## src/rtl/loader_pkg.sv

```systemverilog
// Shared definitions for the UART program loader.
// Command/reply codes and FSM state encodings.
package loader_pkg;

  localparam logic [7:0] CMD_W   = 8'h57;
  localparam logic [7:0] CMD_R   = 8'h52;
  localparam logic [7:0] CMD_H   = 8'h48;
  localparam logic [7:0] CMD_G   = 8'h47;
  localparam logic [7:0] RSP_ACK = 8'h06;
  localparam logic [7:0] RSP_NAK = 8'h15;

  typedef enum logic [2:0] {
    IDLE,
    GET_ADDR,
    GET_DATA,
    WRITE,
    READ,
    RESP,
    WAIT_TX
  } state_t;

  typedef enum logic [1:0] {
    RX_IDLE,
    RX_START,
    RX_DATA,
    RX_STOP
  } rx_state_t;

endpackage

```

## src/rtl/uart_loader_if.sv

```systemverilog
// Memory port bundle between the loader and instruction/data memory.
// The loader drives address/write side; memory returns read data.
interface uart_loader_if;

  logic [7:0] mem_addr;
  logic [7:0] mem_w_data;
  logic       mem_w_en;
  logic [7:0] mem_r_data;

  modport master (
    output mem_addr,
    output mem_w_data,
    output mem_w_en,
    input  mem_r_data
  );

  modport slave (
    input  mem_addr,
    input  mem_w_data,
    input  mem_w_en,
    output mem_r_data
  );

endinterface

```

## src/rtl/loader_rx.sv

```systemverilog
// 8N1 receiver: synchronizer, start re-check, centre sampling.
// Emits a one-cycle rx_valid with rx_byte on a good stop bit.
module loader_rx
  import loader_pkg::*;
#(
  parameter int CLKS_PER_BIT = 868
) (
  input  logic       clock,
  input  logic       reset,
  input  logic       rx,
  output logic       rx_valid,
  output logic [7:0] rx_byte
);

  localparam int W = $clog2(CLKS_PER_BIT);
  localparam logic [W-1:0] LAST = W'(CLKS_PER_BIT - 1);
  localparam logic [W-1:0] HALF = W'(CLKS_PER_BIT / 2 - 1);

  rx_state_t      state;
  logic [2:0]     sync;
  logic [W-1:0]   cnt;
  logic [2:0]     bitn;
  logic [7:0]     sh;

  // sync[1] is the synchronized line, sync[2] its previous value
  always_ff @(posedge clock or posedge reset) begin
    if (reset) begin
      state    <= RX_IDLE;
      sync     <= 3'b111;
      cnt      <= '0;
      bitn     <= '0;
      sh       <= '0;
      rx_valid <= 1'b0;
      rx_byte  <= '0;
    end else begin
      sync     <= {sync[1:0], rx};
      rx_valid <= 1'b0;
      unique case (state)
        RX_IDLE: begin
          if (sync[2] && !sync[1]) begin
            state <= RX_START;
            cnt   <= '0;
          end
        end
        RX_START: begin
          if (cnt == HALF) begin
            cnt   <= '0;
            bitn  <= '0;
            state <= sync[1] ? RX_IDLE : RX_DATA;
          end else begin
            cnt <= cnt + W'(1);
          end
        end
        RX_DATA: begin
          if (cnt == LAST) begin
            cnt  <= '0;
            sh   <= {sync[1], sh[7:1]};
            bitn <= bitn + 3'd1;
            if (bitn == 3'd7) state <= RX_STOP;
          end else begin
            cnt <= cnt + W'(1);
          end
        end
        RX_STOP: begin
          if (cnt == LAST) begin
            cnt   <= '0;
            state <= RX_IDLE;
            if (sync[1]) begin
              rx_valid <= 1'b1;
              rx_byte  <= sh;
            end
          end else begin
            cnt <= cnt + W'(1);
          end
        end
        default: state <= RX_IDLE;
      endcase
    end
  end

endmodule

```

## src/rtl/uart_loader.sv

```systemverilog
// UART command responder that reads/writes memory and holds the CPU.
// Optional inter-byte timeout when LOADER_TIMEOUT_EN is defined.
module uart_loader
  import loader_pkg::*;
#(
  parameter int CLKS_PER_BIT = 868,
  parameter int TIMEOUT_BITS = 64
) (
  input  logic clock,
  input  logic reset,
  input  logic rx,
  output logic tx,
  output logic cpu_hold,
  uart_loader_if.master mem
);

  localparam int W = $clog2(CLKS_PER_BIT);
  localparam logic [W-1:0] LAST = W'(CLKS_PER_BIT - 1);

  state_t       state;
  logic         rx_valid;
  logic [7:0]   rx_byte;
  logic [7:0]   cmd;
  logic [7:0]   resp;
  logic [8:0]   tx_sh;
  logic [W-1:0] tx_cnt;
  logic [3:0]   tx_bit;
  logic         tx_busy;
  logic         tx_done;

`ifdef LOADER_TIMEOUT_EN
  localparam logic [31:0] TO_LAST =
    32'(TIMEOUT_BITS * CLKS_PER_BIT - 1);
  logic [31:0] to_cnt;
`endif

  loader_rx #(
    .CLKS_PER_BIT(CLKS_PER_BIT)
  ) u_rx (
    .clock    (clock),
    .reset    (reset),
    .rx       (rx),
    .rx_valid (rx_valid),
    .rx_byte  (rx_byte)
  );

  assign tx_done = tx_busy && tx_bit == 4'd9 && tx_cnt == LAST;

  always_ff @(posedge clock or posedge reset) begin
    if (reset) begin
      state          <= IDLE;
      cmd            <= '0;
      resp           <= '0;
      cpu_hold       <= 1'b0;
      mem.mem_addr   <= '0;
      mem.mem_w_data <= '0;
      mem.mem_w_en   <= 1'b0;
`ifdef LOADER_TIMEOUT_EN
      to_cnt         <= '0;
`endif
    end else begin
      mem.mem_w_en <= 1'b0;
`ifdef LOADER_TIMEOUT_EN
      if (rx_valid || !(state == GET_ADDR || state == GET_DATA))
        to_cnt <= '0;
      else
        to_cnt <= to_cnt + 32'd1;
`endif
      unique case (state)
        IDLE: begin
          if (rx_valid) begin
            cmd <= rx_byte;
            unique case (1'b1)
              rx_byte == CMD_W,
              rx_byte == CMD_R: state <= GET_ADDR;
              rx_byte == CMD_H: begin
                cpu_hold <= 1'b1;
                resp     <= RSP_ACK;
                state    <= RESP;
              end
              rx_byte == CMD_G: begin
                cpu_hold <= 1'b0;
                resp     <= RSP_ACK;
                state    <= RESP;
              end
              default: begin
                resp  <= RSP_NAK;
                state <= RESP;
              end
            endcase
          end
        end
        GET_ADDR: begin
          if (rx_valid) begin
            mem.mem_addr <= rx_byte;
            state <= (cmd == CMD_W) ? GET_DATA : READ;
          end
`ifdef LOADER_TIMEOUT_EN
          else if (to_cnt == TO_LAST) state <= IDLE;
`endif
        end
        GET_DATA: begin
          if (rx_valid) begin
            mem.mem_w_data <= rx_byte;
            mem.mem_w_en   <= 1'b1;
            state          <= WRITE;
          end
`ifdef LOADER_TIMEOUT_EN
          else if (to_cnt == TO_LAST) state <= IDLE;
`endif
        end
        WRITE: begin
          resp  <= RSP_ACK;
          state <= RESP;
        end
        READ: begin
          resp  <= mem.mem_r_data;
          state <= RESP;
        end
        RESP:    state <= WAIT_TX;
        WAIT_TX: if (tx_done) state <= IDLE;
        default: state <= IDLE;
      endcase
    end
  end

  // tx_sh holds data bits then the stop bit; start bit is driven on load
  always_ff @(posedge clock or posedge reset) begin
    if (reset) begin
      tx      <= 1'b1;
      tx_sh   <= '1;
      tx_cnt  <= '0;
      tx_bit  <= '0;
      tx_busy <= 1'b0;
    end else if (state == RESP) begin
      tx      <= 1'b0;
      tx_sh   <= {1'b1, resp};
      tx_cnt  <= '0;
      tx_bit  <= '0;
      tx_busy <= 1'b1;
    end else if (tx_busy) begin
      if (tx_cnt == LAST) begin
        tx_cnt <= '0;
        if (tx_bit == 4'd9) begin
          tx_busy <= 1'b0;
        end else begin
          tx     <= tx_sh[0];
          tx_sh  <= {1'b1, tx_sh[8:1]};
          tx_bit <= tx_bit + 4'd1;
        end
      end else begin
        tx_cnt <= tx_cnt + W'(1);
      end
    end
  end

endmodule

```

## src/flat_wrapper.sv

```systemverilog
// flat-port wrapper written by rule: the top's interface ports become plain ports
module uart_loader_flat import loader_pkg::*;
#(
  parameter int CLKS_PER_BIT = 868,
  parameter int TIMEOUT_BITS = 64
)
  (clock, reset, rx, tx, cpu_hold, mem_mem_addr, mem_mem_w_data, mem_mem_w_en, mem_mem_r_data);
  uart_loader_if mem_i ();
  input  logic clock;
  input  logic reset;
  input  logic rx;
  output logic tx;
  output logic cpu_hold;
  output wire logic [$bits(mem_i.mem_addr)-1:0] mem_mem_addr;
  output wire logic [$bits(mem_i.mem_w_data)-1:0] mem_mem_w_data;
  output wire logic [$bits(mem_i.mem_w_en)-1:0] mem_mem_w_en;
  input wire logic [$bits(mem_i.mem_r_data)-1:0] mem_mem_r_data;
  assign mem_mem_addr = mem_i.mem_addr;
  assign mem_mem_w_data = mem_i.mem_w_data;
  assign mem_mem_w_en = mem_i.mem_w_en;
  assign mem_i.mem_r_data = mem_mem_r_data;
  uart_loader #(.CLKS_PER_BIT(CLKS_PER_BIT), .TIMEOUT_BITS(TIMEOUT_BITS)) u_core (.clock(clock), .reset(reset), .rx(rx), .tx(tx), .cpu_hold(cpu_hold), .mem(mem_i));
endmodule
```

## config.mk

```make
export PLATFORM = sky130hd
export DESIGN_NAME = uart_loader_flat
export DESIGN_NICKNAME = d
export VERILOG_FILES = /design/src/rtl/loader_pkg.sv /design/src/rtl/uart_loader_if.sv /design/src/rtl/loader_rx.sv /design/src/rtl/uart_loader.sv /design/src/flat_wrapper.sv
export SDC_FILE = /design/constraint.sdc
export NUM_CORES = 1
export LEC_CHECK = 0
export CORE_MARGIN = 8
export CORE_UTILIZATION = 61
export DETAILED_ROUTE_END_ITERATION = 7
export PLACE_DENSITY = 0.89
export SYNTH_ARGS = -nofsm -noshare
export SYNTH_HDL_FRONTEND = slang
export SYNTH_SLANG_ARGS = --single-unit
```

## constraint.sdc

```tcl
create_clock -name clock -period 6.6 [get_ports clock]
set_clock_uncertainty 0.1 [all_clocks]
set_input_delay 1.65 -clock clock [delete_from_list [all_inputs] [get_ports clock]]
set_output_delay 1.65 -clock clock [all_outputs]
set_load 0.02 [all_outputs]
```

==> results of run 1 <==
power by group through the flow:
stage | Combinational [mW] | Clock, mW | Sequential [mW]
6_report | 0.0622 | 0.350 | 0.637
3_3_place_gp | 0.0598 | 0 | 0.647
3_5_place_dp | 0.0629 | 0 | 0.648
4_1_cts | 0.0632 | 0.358 | 0.637
2_1_floorplan | 0.0461 | 0 | 0.641
5_1_grt | 0.0735 | 0.383 | 0.642
worst register-to-register path, cell delays in order (launching register included):
cell      delay, ps
dfrtp_1         440
ha_1            240
and4bb_2        320
nand4_2         250
nor2_1          730
mux2_2          420
stage by stage:
| step | std cells | area, µm² | power [mW] | util, % | hold slack [ps] |
|---|---|---|---|---|---|
| after detailed placement | 497 | 4810 | 0.711 | 67.5 | 247 |
| after floorplan | 380 | 4440 | 0.687 | - | 245 |
| after global placement | 497 | 4810 | 0.707 | 67.5 | 246 |
| after CTS | 513 | 4990 | 1.06 | 70.0 | 260 |
| final | 513 | 4990 | 1.05 | 70.0 | 258 |
| after global routing | 513 | 4990 | 1.10 | 70.0 | 269 |
registers in the layout, summed over array words and instances (netlist names), 3 cells and up, named ones only:
register               cells
u_core.mem.mem_w_data      8
u_core.u_rx.rx_byte        8
u_core.cmd                 8
u_core.u_rx.bitn           3
u_core.state               3
u_core.u_rx.cnt           10
u_core.mem.mem_addr        8
u_core.u_rx.sync           3
u_core.resp                8
u_core.tx_cnt             10
u_core.tx_bit              4
u_core.tx_sh               8
u_core.u_rx.sh             8
layer usage:
metal  track usage, %  part of all wire [%]  up-vias
li1                 -                     -     1451
met1             22.6                    45     1520
met2             27.8                    48       79
met3             4.67                   4.9       16
met4             7.67                   2.2        0
met5                0                     0        -
cells in the mapped netlist (8+ instances only):
cell      instances  area share, %
nand2_1          21            1.8
nor2_1           26            2.2
clkbuf_1          8           0.68
o21ai_0          22            2.5
mux2_2           41             10
mux2i_1           9            2.0
inv_1            10           0.85
a21oi_1          17            1.9
xor2_1            8            1.6
nand3_1          15            1.7
dfstp_2          12            7.1
dfrtp_1          84             47
layout by cell type, fill, tap and decap left out, types with 3 or more instances in the layout:
cell	Yosys	layout
mux2_2	41	41
o21ai_0	22	22
a21oi_1	17	17
xor2_1	8	8
o211ai_1	4	4
dfstp_2	12	12
and2_1	6	6
nand4_1	3	3
clkdlybuf4s50_1	0	29
nor4b_1	3	3
nand3_1	15	15
nand3b_1	3	3
nor2b_1	3	3
ha_1	7	7
and3_1	3	3
inv_1	10	9
o22a_1	4	4
nor2_1	26	26
or3_1	7	7
dfrtp_1	84	84
a22o_1	6	6
mux2i_1	9	9
clkbuf_8	0	9
nand2_1	21	21
nor3_1	7	7
worst max-delay path by stage:
stage	from	end	slack (ps)
2_1_floorplan	reset	async pin	2360
3_3_place_gp	reset	u_core.tx_sh[6]	3210
3_5_place_dp	reset	u_core.tx_sh[7]	3200
4_1_cts	u_core.tx	tx	3330
5_1_grt	u_core.tx	tx	3300
6_report	u_core.tx	tx	3350
final cells by class:
cell class / instances / area (µm²)
tap: 99 / 124
clock buffer: 9 / 124
fill: 505 / 2140
timing repair buffer: 30 / 298
sequential: 96 / 2420
multi-input combinational: 262 / 1940
clock inverter: 7 / 56.3
inverter: 10 / 38.8
cell families (layout without fill, tap and decap cells):
family                     Yosys count  after routing  synth area share, %
AOI/OAI and AO/OA                   77             77                 11.5
xor gates and xnor gates             9              9                 1.77
adders and majority gates            7              7                 1.97
buffers and inverters               22             56                 1.97
DFF                                 96             96                 54.4
muxes                               50             50                 12.4
and+or+nand+nor                    119            119                 15.9
==> results.json, run 1 <==
{
  "status": "complete, no violations",
  "async_flop_share_pct": 100,
  "fp.dieW_um": 101,
  "clk-insertion-delay-late_ps": 360,
  "core_mm2": 0.00714,
  "worstMarginPinSlew_ps": 1250,
  "critPathMaxStageDelay_ps": 600,
  "first_pass_iters": 5,
  "rsz0062_at_grt": "no",
  "cp_max_fo": 2,
  "place.port_buffers": 29,
  "end_kind": "primary output",
  "ys_seq_area_share_pct": 54.4,
  "leakagePower_nw": 2.28,
  "synthDistinctLibCells": 58,
  "place_ws_ps": 3200,
  "drt-total-wl_um": 8410,
  "path_depth": 1,
  "cts_tree": "built",
  "syn_inst": 380,
  "clockPowerShare_pct": 33.3,
  "critPathLaunchType": "register",
  "combPwrFrac_pct": 5.9,
  "ir_worst_vdd_uv": 186,
  "htreeDepth": 3,
  "required_ps": 4850,
  "fin_crit_ps": 3250,
  "r2r-end": "u_core.u_rx.sh[4]",
  "numClockSinks": 96,
  "dp_hpwl_um": 5780,
  "crit_family": "buffers and inverters",
  "clockBufferDepth": 2,
  "ant_nets": 0,
  "diodes": 0,
  "numCtsBuffers": 9,
  "ys_warn_count": 0,
  "die-height_um": 101,
  "wl_per_cell_um": 16.4,
  "hold_depth": 0,
  "setup_viol": 0,
  "p_sw_share_pct": 26.1,
  "hp-class": "reg -> reg",
  "maxCapViolations": 0,
  "cts_setup_buffers": 0,
  "grt_max_degree": 65,
  "max_slew_margin_pct": 15.9,
  "synthesis.area_mm2": 0.00444,
  "viasPerCell": 5.98,
  "drt_iter0_drc": 188,
  "gr-usage-all-layers_pct": 17.7,
  "ys.flop_type": "dfrtp_1",
  "area_growth_pct": 12.5,
  "antenna_found_initial": 0,
  "ff2ff_setup_slack_ps": 3990,
  "fin_tns_setup_ps": 0,
  "cts_hold_buf": 0,
  "remaining_drc_errors": 0,
  "place.gp.congestion": 0.866,
  "grt_pass1_wl_um": 14400,
  "reg2reg_depth": 5,
  "drive_gt1_share_pct": 19.8,
  "vias": 3066,
  "grt_pass1_vias": 3112,
  "io_pins": 30,
  "syn_avg_cell_area_um2": 11.7,
  "crit_buf_inv": 1,
  "intPower_mw": 0.775,
  "whs_endpoint": "u_core.u_rx.sync[1]",
  "ys_seq_elements": 96,
  "path_class": "reg -> out",
  "synth-edff-count": 0,
  "cts.clk_slew.worst_paths_ps": 100,
  "grt-ovfl-total": 0,
  "maxSlewViolCount": 0,
  "power_density_mw_per_mm2": 210,
  "cts-root-buf": "clkbuf_8",
  "cpMaxStageDelayCell": "clkdlybuf4s50_1",
  "rows": 31,
  "start_util_pct": 62.2,
  "hold_path.startpoint": "u_core.u_rx.sync[0]",
  "fin_crit_sh_pct": 49.3,
  "arrival_ps": 1500,
  "p_switching_mw": 0.274,
  "dieArea_mm2": 0.0103,
  "cts_resized": 0,
  "reg2reg_from": "u_core.u_rx.cnt[0]",
  "power_frac_seq_pct": 60.7,
  "crit_path_cell_trace": "clkdlybuf4s50_1",
  "max_freq_mhz": 307,
  "synth_fp_nets": 398,
  "final_nets": 427,
  "worst_slack_ps": 3350,
  "hold_violations": 0
}
Note: power is estimated with default switching activity, not from simulation.
==> run 2, diff against run 1 <==
--- a/config.mk
+++ b/config.mk
@@ -6,9 +6,9 @@
 export NUM_CORES = 1
 export LEC_CHECK = 0
 export CORE_MARGIN = 8
-export CORE_UTILIZATION = 61
+export CORE_UTILIZATION = 59
 export DETAILED_ROUTE_END_ITERATION = 7
-export PLACE_DENSITY = 0.89
+export PLACE_DENSITY = 0.87
 export SYNTH_ARGS = -nofsm -noshare
 export SYNTH_HDL_FRONTEND = slang
 export SYNTH_SLANG_ARGS = --single-unit
==> constraint.sdc (replaced) <==
create_clock -name clock -period 3.37 [get_ports clock]
set_clock_uncertainty 0.1 [all_clocks]
set_input_delay 0.8425 -clock clock [delete_from_list [all_inputs] [get_ports clock]]
set_output_delay 0.8425 -clock clock [all_outputs]
set_load 0.02 [all_outputs]
==> run 2 against run 1 <==
Compared with the run above:
- die area is 2.9% higher
- sequential power rose by 96%
- critical endpoint is now u_core.u_rx.sh[6]
- first-iteration DRC count up 9.6%
- setup slack worse by 2500 ps
- highest routed layer unchanged
- sequential share of layout area is 0.48 points lower
==> results.json, run 2 (synthesis gave the netlist of run 1 again) <==
{
  "grt.busiest_layer": "met2",
  "gr-usage-all-layers_pct": 18.3,
  "critPathLaunchType": "register",
  "top_regs": "u_core.tx_cnt: 10 flops, u_core.u_rx.cnt: 10 flops",
  "area_growth_pct": 13.6,
  "first_pass_iters": 5,
  "cts_tree": "built",
  "ant_nets": 0,
  "grt_pass1_vias": 3104,
  "p_switching_mw": 0.569,
  "dp_hpwl_um": 6050,
  "fillers": 553,
  "intPower_mw": 1.53,
  "numCtsBuffers": 9,
  "reg2reg_depth": 5,
  "maxCapViolations": 0,
  "combPwrFrac_pct": 6.2,
  "final_nets": 431,
  "antenna_found_initial": 0,
  "fin_crit_ps": 2530,
  "numClockSinks": 96,
  "maxSlewViolCount": 0,
  "grt_max_degree": 49,
  "path_depth": 5,
  "stdcell_count": 517,
  "drt_iter0_drc": 206,
  "htreeDepth": 3,
  "clk-insertion-delay-late_ps": 380,
  "reg2reg_from": "u_core.u_rx.cnt[0]",
  "drt-total-wl_um": 8710,
  "crit_path_cell_trace": "ha_1 > and4bb_2 > nand4_2 > nor2_1 > mux2_2",
  "cts.clk_slew.worst_paths_ps": 90,
  "grt_util_met1_pct": 24.1,
  "leakagePower_nw": 2.31,
  "use_met3_pct": 4.93,
  "place.port_buffers": 29,
  "ir_worst_vdd_uv": 234,
  "vias": 3111,
  "end_kind": "register",
  "wl_per_cell_um": 16.8,
  "hold_depth": 0,
  "path_class": "reg -> reg",
  "hp-class": "reg -> reg",
  "cpMaxStageDelayCell": "nor2_1",
  "place.gp.congestion": 0.925,
  "dieArea_mm2": 0.0106,
  "p_sw_share_pct": 27.1,
  "start_util_pct": 60.9,
  "post_dp_cell_area_mm2": 0.00486,
  "worstMarginPinSlew_ps": 829,
  "cp_max_fo": 11,
  "fin_crit_sh_pct": 75.2,
  "power_frac_seq_pct": 59.4,
  "max_freq_mhz": 395,
  "rows": 31,
  "status": "complete, no violations",
  "fin_tns_setup_ps": 0,
  "cts_setup_buffers": 0,
  "rsz0062_at_grt": "no",
  "io_pins": 30,
  "required_ps": 3530,
  "drive_gt1_share_pct": 20.8,
  "core_mm2": 0.00729,
  "viasPerCell": 6.02,
  "cts_hold_buf": 0,
  "layout_common_cells": "dfrtp_1, mux2_2, clkdlybuf4s50_1",
  "grt_pass1_wl_um": 15200,
  "setup_viol": 0,
  "diodes": 0,
  "final_area_mm2": 0.00504,
  "max_slew_margin_pct": 44.5,
  "r2r-end": "u_core.u_rx.sh[6]",
  "power_density_mw_per_mm2": 417,
  "fp.dieW_um": 103,
  "use_met2_pct": 28.6,
  "crit_buf_inv": 0,
  "crit_family": "simple AND/OR/NAND/NOR gates",
  "whs_endpoint": "u_core.u_rx.sync[1]",
  "clockPowerShare_pct": 34.4,
  "grt-ovfl-total": 0,
  "ff2ff_setup_slack_ps": 840,
  "layout_commonest_cell": "dfrtp_1",
  "hold_path.startpoint": "u_core.u_rx.sync[0]",
  "critPathMaxStageDelay_ps": 700,
  "remaining_drc_errors": 0,
  "place_inst": 501,
  "hold_violations": 0,
  "cts-root-buf": "clkbuf_8",
  "die-height_um": 103,
  "arrival_ps": 2690,
  "clockBufferDepth": 2,
  "cts_resized": 0
}
[run 2: cell types whose count changed in the layout (fill, tap and decap cells not counted)]
cell      previous run  this run
buf_4                1         4
clkinv_4             2         0
inv_6                1         3
buf_12               0         1
clkinv_1             1         0
inv_8                1         2
[run 2: routing by layer]
layer  vias to the layer above  part of all wire [%]
met5                         -                     0
met4                         0                   1.3
met3                        13                   4.4
met2                        63                    49
met1                      1569                    46
li1                       1466                     -
[run 2: worst max-delay path by stage]
stage | start | endpoint | slack, ps
after floorplan | reset | async pin | 1300
after global placement | u_core.u_rx.cnt[0] | u_core.u_rx.sh[6] | 980
after global routing | u_core.u_rx.cnt[0] | u_core.u_rx.sh[6] | 690
final | u_core.u_rx.cnt[0] | u_core.u_rx.sh[6] | 840
after CTS | u_core.u_rx.cnt[0] | u_core.u_rx.sh[6] | 860
after detailed placement | u_core.u_rx.cnt[0] | u_core.u_rx.sh[6] | 880
[run 2: layout make-up]
| type | count | area, µm² | share of cell area (%) |
|---|---|---|---|
| clock buffer | 9 | 124 | 2.46 |
| sequential | 96 | 2420 | 47.9 |
| clock inverter | 7 | 61.3 | 1.22 |
| multi-input combinational | 262 | 1940 | 38.4 |
| timing repair buffer | 34 | 340 | 6.75 |
| inverter | 10 | 41.3 | 0.818 |
| tap | 99 | 124 | 2.46 |
[run 2: through the flow]
| stage | utilization [%] | setup slack (ps) | hold slack [ps] | total power, mW |
|---|---|---|---|---|
| floorplan | - | 1300 | 245 | 1.35 |
| global placement | 66.6 | 976 | 247 | 1.39 |
| detailed placement | 66.6 | 882 | 249 | 1.40 |
| CTS | 69.2 | 864 | 262 | 2.12 |
| global route | 69.2 | 694 | 266 | 2.20 |
| finish | 69.2 | 837 | 260 | 2.10 |
[run 2: power by group through the flow]
stage	Clock (mW)	Combinational [mW]	Sequential (mW)
finish	0.723	0.130	1.25
global route	0.789	0.150	1.26
CTS	0.738	0.132	1.25
detailed placement	0	0.132	1.27
global placement	0	0.126	1.26
floorplan	0	0.0905	1.26
